<file path="src/rtl/uart_pkg.sv">
`default_nettype none
// ============================================================================
//  Module      : uart_pkg
//  Description : Shared UART constants and types. The data width and the
//                default transmit-FIFO geometry are used by uart_tx_fifo
//                and kept here so uart_rx/uart_tx agree on them.
//  Contents    : UART_DW        byte width on the UART data paths
//                FIFO_DEPTH     default FIFO entries (power of two, >= 2)
//                FIFO_AF_LEVEL  default almost-full threshold
//                uart_byte_t    one UART data byte
//                count_width()  bits needed to hold 0..depth
//  Revision    : 1.0  initial release
// ============================================================================
package uart_pkg;

  localparam int UART_DW       = 8;
  localparam int FIFO_DEPTH    = 16;
  localparam int FIFO_AF_LEVEL = 12;

  typedef logic [UART_DW-1:0] uart_byte_t;

  // Occupancy runs 0..depth inclusive, so one more code than the pointer.
  function automatic int count_width(input int depth);
    return $clog2(depth + 1);
  endfunction

endpackage
`default_nettype wire

</file>
<file path="src/rtl/uart_tx_fifo_if.sv">
`default_nettype none
// ============================================================================
//  Module      : uart_tx_fifo_if
//  Description : Bundle of the CPU write port, the uart_tx valid/ready port
//                and the status outputs of the UART transmit FIFO.
//  Modports    : slave   the FIFO itself
//                master  the surroundings (CPU register port + uart_tx)
//  Signals     : wr_en, wr_data, flush, ovf_clr   CPU -> FIFO
//                tx_ready                         uart_tx -> FIFO
//                tx_data, tx_data_valid           FIFO -> uart_tx
//                full, empty, almost_full,
//                count, overflow                  FIFO -> CPU status
//  Revision    : 1.0  initial release
// ============================================================================
interface uart_tx_fifo_if
  import uart_pkg::*;
#(
  parameter int DEPTH = FIFO_DEPTH
) ();

  localparam int CW = count_width(DEPTH);

  // CPU write side
  logic          wr_en;
  uart_byte_t    wr_data;
  logic          flush;
  logic          ovf_clr;

  // uart_tx side
  uart_byte_t    tx_data;
  logic          tx_data_valid;
  logic          tx_ready;

  // status
  logic          full;
  logic          empty;
  logic          almost_full;
  logic [CW-1:0] count;
  logic          overflow;

  modport slave (
    input  wr_en, wr_data, flush, ovf_clr, tx_ready,
    output tx_data, tx_data_valid, full, empty, almost_full, count, overflow
  );

  modport master (
    output wr_en, wr_data, flush, ovf_clr, tx_ready,
    input  tx_data, tx_data_valid, full, empty, almost_full, count, overflow
  );

endinterface
`default_nettype wire

</file>
<file path="src/rtl/fifo_mem.sv">
`default_nettype none
// ============================================================================
//  Module      : fifo_mem
//  Description : DEPTH x DW register array, synchronous write, asynchronous
//                read. Storage is deliberately not reset; the owner tracks
//                which entries are meaningful.
//  Ports       : clk    in   clock
//                we     in   write enable
//                waddr  in   write address
//                wdata  in   write data
//                raddr  in   read address
//                rdata  out  mem[raddr], combinational
//  Revision    : 1.0  initial release
// ============================================================================
module fifo_mem
  import uart_pkg::*;
#(
  parameter int DEPTH = FIFO_DEPTH,
  parameter int DW    = UART_DW,
  parameter int AW    = $clog2(DEPTH)
) (
  input  wire logic          clk,
  input  wire logic          we,
  input  wire logic [AW-1:0] waddr,
  input  wire logic [DW-1:0] wdata,
  input  wire logic [AW-1:0] raddr,
  output logic      [DW-1:0] rdata
);

  logic [DW-1:0] mem [DEPTH];

  always_ff @(posedge clk) begin
    if (we) begin
      mem[waddr] <= wdata;
    end
  end

  assign rdata = mem[raddr];

endmodule
`default_nettype wire

</file>
<file path="src/rtl/uart_tx_fifo.sv">
`default_nettype none
// ============================================================================
//  Module      : uart_tx_fifo
//  Description : First-word-fall-through byte FIFO between the CPU UART
//                transmit register and the uart_tx serialiser. Exposes
//                occupancy, full/empty/almost-full and a sticky overflow
//                flag so firmware can poll fill state.
//  Ports       : clk    in   system clock
//                rst_n  in   asynchronous active-low reset
//                bus    uart_tx_fifo_if.slave
//                       wr_en/wr_data/flush/ovf_clr  CPU controls
//                       tx_data/tx_data_valid        head byte to uart_tx
//                       tx_ready                     uart_tx accept
//                       full/empty/almost_full/count/overflow status
//  Revision    : 1.0  initial release
// ============================================================================
module uart_tx_fifo
  import uart_pkg::*;
#(
  parameter int DEPTH    = FIFO_DEPTH,
  parameter int AF_LEVEL = FIFO_AF_LEVEL
) (
  input  wire logic     clk,
  input  wire logic     rst_n,
  uart_tx_fifo_if.slave bus
);

  localparam int CW = count_width(DEPTH);
  localparam int AW = $clog2(DEPTH);

  localparam logic [CW-1:0] CNT_DEPTH = CW'(DEPTH);
  localparam logic [CW-1:0] CNT_AF    = CW'(AF_LEVEL);
  localparam logic [CW-1:0] CNT_ONE   = CW'(1);
  localparam logic [AW-1:0] PTR_ONE   = AW'(1);

  // --------------------------------------------------------------------------
  // State
  // --------------------------------------------------------------------------
  logic [AW-1:0] wp;
  logic [AW-1:0] rp;
  logic [CW-1:0] cnt;
  logic          ovf;

  // --------------------------------------------------------------------------
  // Handshake decode. Everything here is derived from registered count, so
  // the status outputs carry no path from wr_en or tx_ready.
  // --------------------------------------------------------------------------
  logic          is_empty;
  logic          is_full;
  logic          valid;
  logic          pop;
  logic          push;
  logic          drop;
  logic [CW-1:0] cnt_next;
  uart_byte_t    head;

  assign is_empty = (cnt == '0);
  assign is_full  = (cnt == CNT_DEPTH);
  assign valid    = !is_empty;
  assign pop      = valid && bus.tx_ready;
  // A full FIFO still accepts a write when the head leaves in the same cycle.
  assign push     = bus.wr_en && (!is_full || pop);
  assign drop     = bus.wr_en && is_full && !pop;

  always_comb begin
    cnt_next = cnt;
    unique case ({push, pop})
      2'b10:   cnt_next = cnt + CNT_ONE;
      2'b01:   cnt_next = cnt - CNT_ONE;
      default: cnt_next = cnt;
    endcase
  end

  // --------------------------------------------------------------------------
  // Storage. A flush in the same cycle discards the write, so the array is
  // not written either; that keeps a stale byte from sitting at entry 0.
  // --------------------------------------------------------------------------
  fifo_mem #(
    .DEPTH (DEPTH),
    .DW    (UART_DW),
    .AW    (AW)
  ) u_mem (
    .clk   (clk),
    .we    (push && !bus.flush),
    .waddr (wp),
    .wdata (bus.wr_data),
    .raddr (rp),
    .rdata (head)
  );

  // --------------------------------------------------------------------------
  // Pointers and count. Flush wins over any push/pop in the same cycle.
  // --------------------------------------------------------------------------
  always_ff @(posedge clk or negedge rst_n) begin
    if (!rst_n) begin
      wp  <= '0;
      rp  <= '0;
      cnt <= '0;
    end else if (bus.flush) begin
      wp  <= '0;
      rp  <= '0;
      cnt <= '0;
    end else begin
      if (push) begin
        wp <= wp + PTR_ONE;
      end
      if (pop) begin
        rp <= rp + PTR_ONE;
      end
      cnt <= cnt_next;
    end
  end

  // --------------------------------------------------------------------------
  // Sticky overflow. A drop has priority over a clear in the same cycle so a
  // loss is never silently hidden. A write discarded by flush is not a drop.
  // --------------------------------------------------------------------------
  always_ff @(posedge clk or negedge rst_n) begin
    if (!rst_n) begin
      ovf <= 1'b0;
    end else if (drop && !bus.flush) begin
      ovf <= 1'b1;
    end else if (bus.ovf_clr) begin
      ovf <= 1'b0;
    end
  end

  // --------------------------------------------------------------------------
  // Outputs. The head byte is masked while empty because the storage has no
  // reset; this gives the defined 8'h00 out of reset and after a flush.
  // --------------------------------------------------------------------------
  assign bus.tx_data       = valid ? head : '0;
  assign bus.tx_data_valid = valid;
  assign bus.full          = is_full;
  assign bus.empty         = is_empty;
  assign bus.almost_full   = (cnt >= CNT_AF);
  assign bus.count         = cnt;
  assign bus.overflow      = ovf;

endmodule
`default_nettype wire
</file>
<file path="src/flat_wrapper.sv">
// flat-port wrapper written by rule: the top's interface ports become plain ports
module uart_tx_fifo_flat import uart_pkg::*;
#(
  parameter int DEPTH    = FIFO_DEPTH,
  parameter int AF_LEVEL = FIFO_AF_LEVEL
)
  (clk, rst_n, bus_wr_en, bus_wr_data, bus_flush, bus_ovf_clr, bus_tx_ready, bus_tx_data, bus_tx_data_valid, bus_full, bus_empty, bus_almost_full, bus_count, bus_overflow);
  uart_tx_fifo_if #(.DEPTH(DEPTH)) bus_i ();
  input  wire logic clk;
  input  wire logic rst_n;
  input wire logic [$bits(bus_i.wr_en)-1:0] bus_wr_en;
  input wire logic [$bits(bus_i.wr_data)-1:0] bus_wr_data;
  input wire logic [$bits(bus_i.flush)-1:0] bus_flush;
  input wire logic [$bits(bus_i.ovf_clr)-1:0] bus_ovf_clr;
  input wire logic [$bits(bus_i.tx_ready)-1:0] bus_tx_ready;
  output wire logic [$bits(bus_i.tx_data)-1:0] bus_tx_data;
  output wire logic [$bits(bus_i.tx_data_valid)-1:0] bus_tx_data_valid;
  output wire logic [$bits(bus_i.full)-1:0] bus_full;
  output wire logic [$bits(bus_i.empty)-1:0] bus_empty;
  output wire logic [$bits(bus_i.almost_full)-1:0] bus_almost_full;
  output wire logic [$bits(bus_i.count)-1:0] bus_count;
  output wire logic [$bits(bus_i.overflow)-1:0] bus_overflow;
  assign bus_i.wr_en = bus_wr_en;
  assign bus_i.wr_data = bus_wr_data;
  assign bus_i.flush = bus_flush;
  assign bus_i.ovf_clr = bus_ovf_clr;
  assign bus_i.tx_ready = bus_tx_ready;
  assign bus_tx_data = bus_i.tx_data;
  assign bus_tx_data_valid = bus_i.tx_data_valid;
  assign bus_full = bus_i.full;
  assign bus_empty = bus_i.empty;
  assign bus_almost_full = bus_i.almost_full;
  assign bus_count = bus_i.count;
  assign bus_overflow = bus_i.overflow;
  uart_tx_fifo #(.DEPTH(DEPTH), .AF_LEVEL(AF_LEVEL)) u_core (.clk(clk), .rst_n(rst_n), .bus(bus_i));
endmodule
</file>
<file path="config.mk">
export PLATFORM = sky130hd
export DESIGN_NAME = uart_tx_fifo_flat
export DESIGN_NICKNAME = d
export VERILOG_FILES = /design/src/rtl/uart_pkg.sv /design/src/rtl/uart_tx_fifo_if.sv /design/src/rtl/fifo_mem.sv /design/src/rtl/uart_tx_fifo.sv /design/src/flat_wrapper.sv
export SDC_FILE = /design/constraint.sdc
export NUM_CORES = 1
export LEC_CHECK = 0
export ABC_CLOCK_PERIOD_IN_PS = 6230
export CORE_MARGIN = 2
export CORE_UTILIZATION = 55
export DETAILED_ROUTE_END_ITERATION = 6
export PLACE_DENSITY = 0.7
export SETUP_SLACK_MARGIN = 0.05
export SLEW_MARGIN = 10
export SYNTH_ARGS = -nofsm -noshare
export SYNTH_HDL_FRONTEND = slang
export SYNTH_SLANG_ARGS = --single-unit
</file>
<file path="constraint.sdc">
create_clock -name clk -period 6.23 [get_ports clk]
set_clock_uncertainty 0.2 [all_clocks]
set_input_delay 1.246 -clock clk [delete_from_list [all_inputs] [get_ports clk]]
set_output_delay 1.246 -clock clk [all_outputs]
set_load 0.05 [all_outputs]
</file>
== Word level (Yosys, flattened, before mapping) ==
Memory sizes are Yosys's and may differ from the RTL's.
Index checks and enable logic that the tools add are counted.

* Bits in read-only memories: 0
* Word-level logic and storage cells: 40
* Register bits after elaboration: 14
* Input port bits: 14
* Bits in latches: 0
* Bits in writable memories: 128
* Output and inout port bits: 18
* Memories kept: 1

* Shift operators: 0
* Add/sub/neg operators: 4
* Eq/ne operators: 3
* Order comparisons: 1
* Muxes and demuxes: 11
* Divide/modulo/power cells: 0
* Reduce and logical (&&, ||, !) cells: 16
* Bitwise gates (word level): 0
* Multipliers: 0

{| class="wikitable"
|+ Memory list
! name !! depth !! bits a word !! read ports !! clocked after Yosys merged registers in !! wr ports !! line !! text
|-
| u_core.u_mem.mem || 16 || 8 || 1 || 0 || 1 || fifo_mem.sv:30 || <nowiki>logic [DW-1:0] mem [DEPTH];</nowiki>
|}

{| class="wikitable"
|+ Operators by type and width
! operator !! number
|-
| $mux 4 || 4
|-
| $pmux 5 s2 || 1
|-
| $add 4x1->4 const B || 2
|-
| $mux 8 || 1
|-
| $logic_and 1x1->1 || 6
|-
| $reduce_bool 2->1 || 3
|-
| $add 5x1->5 const B || 1
|-
| $eq 5x5->1 const B || 1
|-
| $ge 5x4->1 const B || 1
|-
| $logic_not 5->1 || 1
|-
| $mux 5 || 1
|-
| $sub 5x1->5 const B || 1
|-
| $logic_not 1->1 || 4
|-
| $mux 1 || 4
|-
| $reduce_bool 3->1 || 1
|-
| $eq 2x1->1 const B || 1
|-
| $eq 2x2->1 const B || 1
|-
| $logic_or 1x1->1 || 1
|}

== Depth between registers and ports, before layout ==
* Word-level depth: 8
* Gate-level depth with buffers: 11
* Mapped depth without buffers: 10

== Hierarchy ==
From an unflattened synthesis, not the netlist that was laid out.

* Cell total of the unflattened synthesis: 319
* Area, all modules: 5855.6 um2

{| class="wikitable"
|+ Modules (own cells, without submodules)
! module !! sequential area each (um2) !! cells an instance !! area each (um2) !! times used
|-
| fifo_mem || 3843.7 || 221 || 4987.3 || 1
|-
| uart_tx_fifo || 350.3 || 98 || 868.3 || 1
|}

== Worst setup path before layout ==
No wires, ideal clock.

* Path type: flip-flop to output port
* From: register u_core.rp[0]
* To: output bus_tx_data[0]
* Required time: 4784 ps
* Setup slack: 2848 ps
* Arrival time: 1936 ps
* Buffers on the path: 2
* Cell stages (with the launch flop): 6
* Path through: dfrtp_1 > buf_6 > buf_12 > mux4_1 > mux4_2 > and2_1

* Word-level cells in the longest chain between the ends: 2

{| class="wikitable"
|+ RTL lines
! item !! line !! text
|-
| from (decl) || uart_tx_fifo.sv:40 || <nowiki>logic [AW-1:0] rp;</nowiki>
|-
| from (signal assigned) || uart_tx_fifo.sv:108 || <nowiki>rp <= rp + PTR_ONE;</nowiki>
|-
| $mem_v2 16x8 || n/a ||
|-
| $mux 8 || uart_tx_fifo.sv:132 || <nowiki>assign bus.tx_data = valid ? head : '0;</nowiki>
|-
| to (decl) || flat_wrapper.sv:16 || <nowiki>output wire logic [$bits(bus_i.tx_data)-1:0] bus_tx_data;</nowiki>
|}

Every way passes these cells.

== Worst setup path in the final report ==
* From: register u_core.rp[0]
* To: output bus_tx_data[7]

Same word-level chain as after synthesis.

==> metrics list <==
* TNS Setup: 0 ps
* Final count of negative-setup-slack endpoints: 0
- In this run the worst path has a maximum fanout of 35.
* Worst-path cell with the longest stage delay: sky130_fd_sc_hd__dfrtp_2
- Counting distinct cell types in the post-synthesis netlist gives 40.
- Critical path class: register to primary output
* DRT Pass-1 Iters: 4
- Total of cells resized after clock tree synthesis: 0
* Highest cell delay on the worst timing path: 1090 ps
- The number of setup buffers added after CTS is 0.
- Worst slew slack as a fraction of its limit: 25.9%
- The tree built by TritonCTS fans out to 142 sinks.
* Worst IR Drop VDD: 0.310 mV
* Most frequently used flop master after synthesis: sky130_fd_sc_hd__edfxtp_1
* Power density of the placed cells: 432 nW/um^2
* All-layer global routing usage: 22.2%
* Starting DRC count in detailed routing: 273
- Sequential cells were found to cover 69.9% of the synthesized design area.
- Cell Chain, Critical Path: mux4_1 -> mux4_2 -> and2_1 -> clkdlybuf4s50_1
- Routed length per placed instance: 23.6 um
- Post-Syn Instances: 316
* Static Leakage: 2.29 nW
- Number of clock buffers inserted by TritonCTS: 17
- Count of warnings emitted by yosys: 0
- Global-route wire length before repair: 18100 um
- Summing every instance area after synthesis gives 6000 um^2.
- Largest net degree at the start of global routing: 36
* PortBufs: 31
* Number of synthesized flops with an enable pin: 128
- GR Overflow Total: 0
- TritonCTS built the clock tree.
- The die covers 11800 um^2.
* Antenna cells: 0
* Core Box Area: 10700 um^2
* Nets in the synthesized netlist: 337
- The number of max-slew violations in the final report was 0.
- Launching element type of the critical path: register
- Root buffer cell: sky130_fd_sc_hd__clkbuf_8
* Post-DP HPWL: 7150 um
- FFs w/ async S/R, synth: 9.86%
* Register-to-Register Setup Slack: 3250 ps
- The number of hold violations in the final report came to 0.
- Layout cell share with drive strength beyond 1: 17.9%
- Unrepaired setup endpoints after global routing: no
- Static timing analysis puts the maximum clock frequency at 195 MHz.
- Final critical delay including setup and external delays: 5120 ps
- For this run, design rule violations remaining after detail routing come to 0.
- STA classifies the critical path endpoint as a primary output.
- Core Rows: 38
- Type of the worst min-delay path: register to register
* Area Overhead vs Synth: 15.7%
* Number of antenna violations at the first check in global routing: 0
- Data arrives at the worst endpoint at 3680 ps.
- Number of global-route vias before repair: 2987
- Filler cell count in the final layout: 773
- Count of pins on the block boundary: 32
- In this run the remaining antenna-violating nets after routing total 0.
- Excluding fillers, the count of instances in the completed layout stands at 503.
- Via count: 3040
- After detailed placement, the design holds a cell count of 471.
* Synthesized area per cell: 19.0 um^2
- Routability-driven placement finished with a final weighted congestion of 0.815.
* Chip height: 108 um
* Total of hold buffers inserted after clock tree synthesis: 0
* Yosys reg bits: 142
* Number of H-tree levels: 4
- Per-cell via count in the routed design: 6.04
- Post-Route WL: 11900 um
- Clock latency at the later pin of the worst-skew pair: 510 ps
* Transition time at the pin with the least slew margin: 1110 ps
* Buffer depth of the longest clock path: 2
* Initial Utilization: 55.8%
- Max-cap violations in this run came to 0.
* Final Cycle Share: 82.2%
* Clock slew seen by the registers of the worst setup and hold paths: 60 ps
- In this run the horizontal extent of the chip is 108 um.
* Status: complete, no violations
- For the worst setup path, the data required time is 4780 ps.
- At the end of the flow, the number of nets in the layout was 371.
[synthesized netlist by cell type (5+ instances only)]
master,instances,area (um^2)
sky130_fd_sc_hd__ha_1,7,87.6
sky130_fd_sc_hd__nor2_1,22,82.6
sky130_fd_sc_hd__mux4_1,14,368
sky130_fd_sc_hd__dfrtp_1,14,350
sky130_fd_sc_hd__clkbuf_1,6,22.5
sky130_fd_sc_hd__nand2_1,15,56.3
sky130_fd_sc_hd__a21oi_1,8,40.0
sky130_fd_sc_hd__edfxtp_1,128,3840
sky130_fd_sc_hd__nand2b_1,5,31.3
sky130_fd_sc_hd__inv_1,7,26.3
sky130_fd_sc_hd__nand3_1,7,35.0
sky130_fd_sc_hd__and2_1,8,50.1
sky130_fd_sc_hd__mux4_2,26,586
[cell families (layout without fill, tap and decap cells)]
| logic type | after synthesis | after routing | share of synthesized area (%) |
|---|---|---|---|
| flip-flops | 142 | 142 | 69.9 |
| adder cells (fa/ha/maj) | 7 | 7 | 1.46 |
| XOR/XNOR | 8 | 8 | 1.17 |
| AO/OA/AOI/OAI | 20 | 20 | 2.21 |
| multiplexers | 43 | 43 | 16.4 |
| buffers and inverters | 26 | 73 | 2.98 |
| AND/OR/NAND/NOR | 70 | 70 | 5.82 |
[layout make-up]
| cell class | instances | area, um^2 | share of cell area, % |
|---|---|---|---|
| inverter | 9 | 33.8 | 0.487 |
| clock inverter | 12 | 145 | 2.09 |
| tap | 140 | 175 | 2.53 |
| multi-input combinational | 148 | 1640 | 23.7 |
| clock buffer | 20 | 425 | 6.13 |
| sequential | 142 | 4200 | 60.5 |
| timing repair buffer | 32 | 318 | 4.58 |
[layer usage]
layer  GRT usage [%]  vias up  share of wire, %  routed length, um
met5               0        -                 0                  0
met4            7.60        0               1.4                170
met2            34.8      102                51               6100
li1                -     1341                 -                  -
met1            30.9     1581                41               4930
met3            5.49       16               5.8                685
[path summary, 6_finish.rpt]
check | start | to | cells after the start
max | u_core.rp[0]$_DFFE_PN0P_ | bus_tx_data[7] | 4
min | u_core.bus.overflow$_DFFE_PN0P_ | u_core.bus.overflow$_DFFE_PN0P_ | 2
max reg2reg | u_core.bus.count[2]$_DFFE_PN0P_ | u_core.u_mem.mem[1][5]$_DFFE_PP_ | 5
min reg2reg | u_core.bus.overflow$_DFFE_PN0P_ | u_core.bus.overflow$_DFFE_PN0P_ | 2
max in group asynchronous | rst_n | u_core.rp[0]$_DFFE_PN0P_ | 1
min in group asynchronous | rst_n | u_core.bus.count[3]$_DFFE_PN0P_ | 1
[flip-flops by register name, indices dropped and copies added, names as in the netlist]
name                 flops
u_core.bus.count         5
u_core.rp                4
u_core.bus.overflow      1
u_core.u_mem.mem       128
u_core.wp                4
[cell usage in the layout (no fill, tap or decap), types with 5 or more instances in the layout]
cell type	netlist	layout
sky130_fd_sc_hd__nand2_1	15	15
sky130_fd_sc_hd__nand3_1	7	7
sky130_fd_sc_hd__edfxtp_1	128	128
sky130_fd_sc_hd__clkbuf_16	0	16
sky130_fd_sc_hd__nor2_1	22	22
sky130_fd_sc_hd__ha_1	7	7
sky130_fd_sc_hd__and2_1	8	8
sky130_fd_sc_hd__clkdlybuf4s50_1	0	31
sky130_fd_sc_hd__a21oi_1	8	8
sky130_fd_sc_hd__nand2b_1	5	5
sky130_fd_sc_hd__inv_1	7	7
sky130_fd_sc_hd__mux4_1	14	14
sky130_fd_sc_hd__dfrtp_1	14	13
sky130_fd_sc_hd__mux4_2	26	26
[report_power, final]
group	switching [mW]	leakage, nW	internal, mW	total, mW
combinational	0.502	0.671	0.365	0.867
clock	0.366	0.272	0.605	0.971
sequential	0.0886	1.34	1.07	1.16
total	0.956	2.29	2.04	2.99
[critical path, delay by kind of cell (launching register included)]
family	cells	cell delay, ps
multiplexers	2	1160
flip-flops	1	1090
buffers and inverters	1	700
AND/OR/NAND/NOR	1	190
[stage by stage]
stage               utilization (%)  hold slack (ps)  setup WS [ps]  instance area (um^2)  power, mW
global placement               59.2              323           1650                  6370       2.04
finish                         64.6              347           1110                  6940       2.99
detailed placement             59.2              340           1600                  6370       2.05
CTS                            64.6              350           1060                  6940       3.01
global route                   64.6              384            960                  6940       3.11
floorplan                         -              351           2850                  6000       1.82
(Power assumes the default switching activity.)
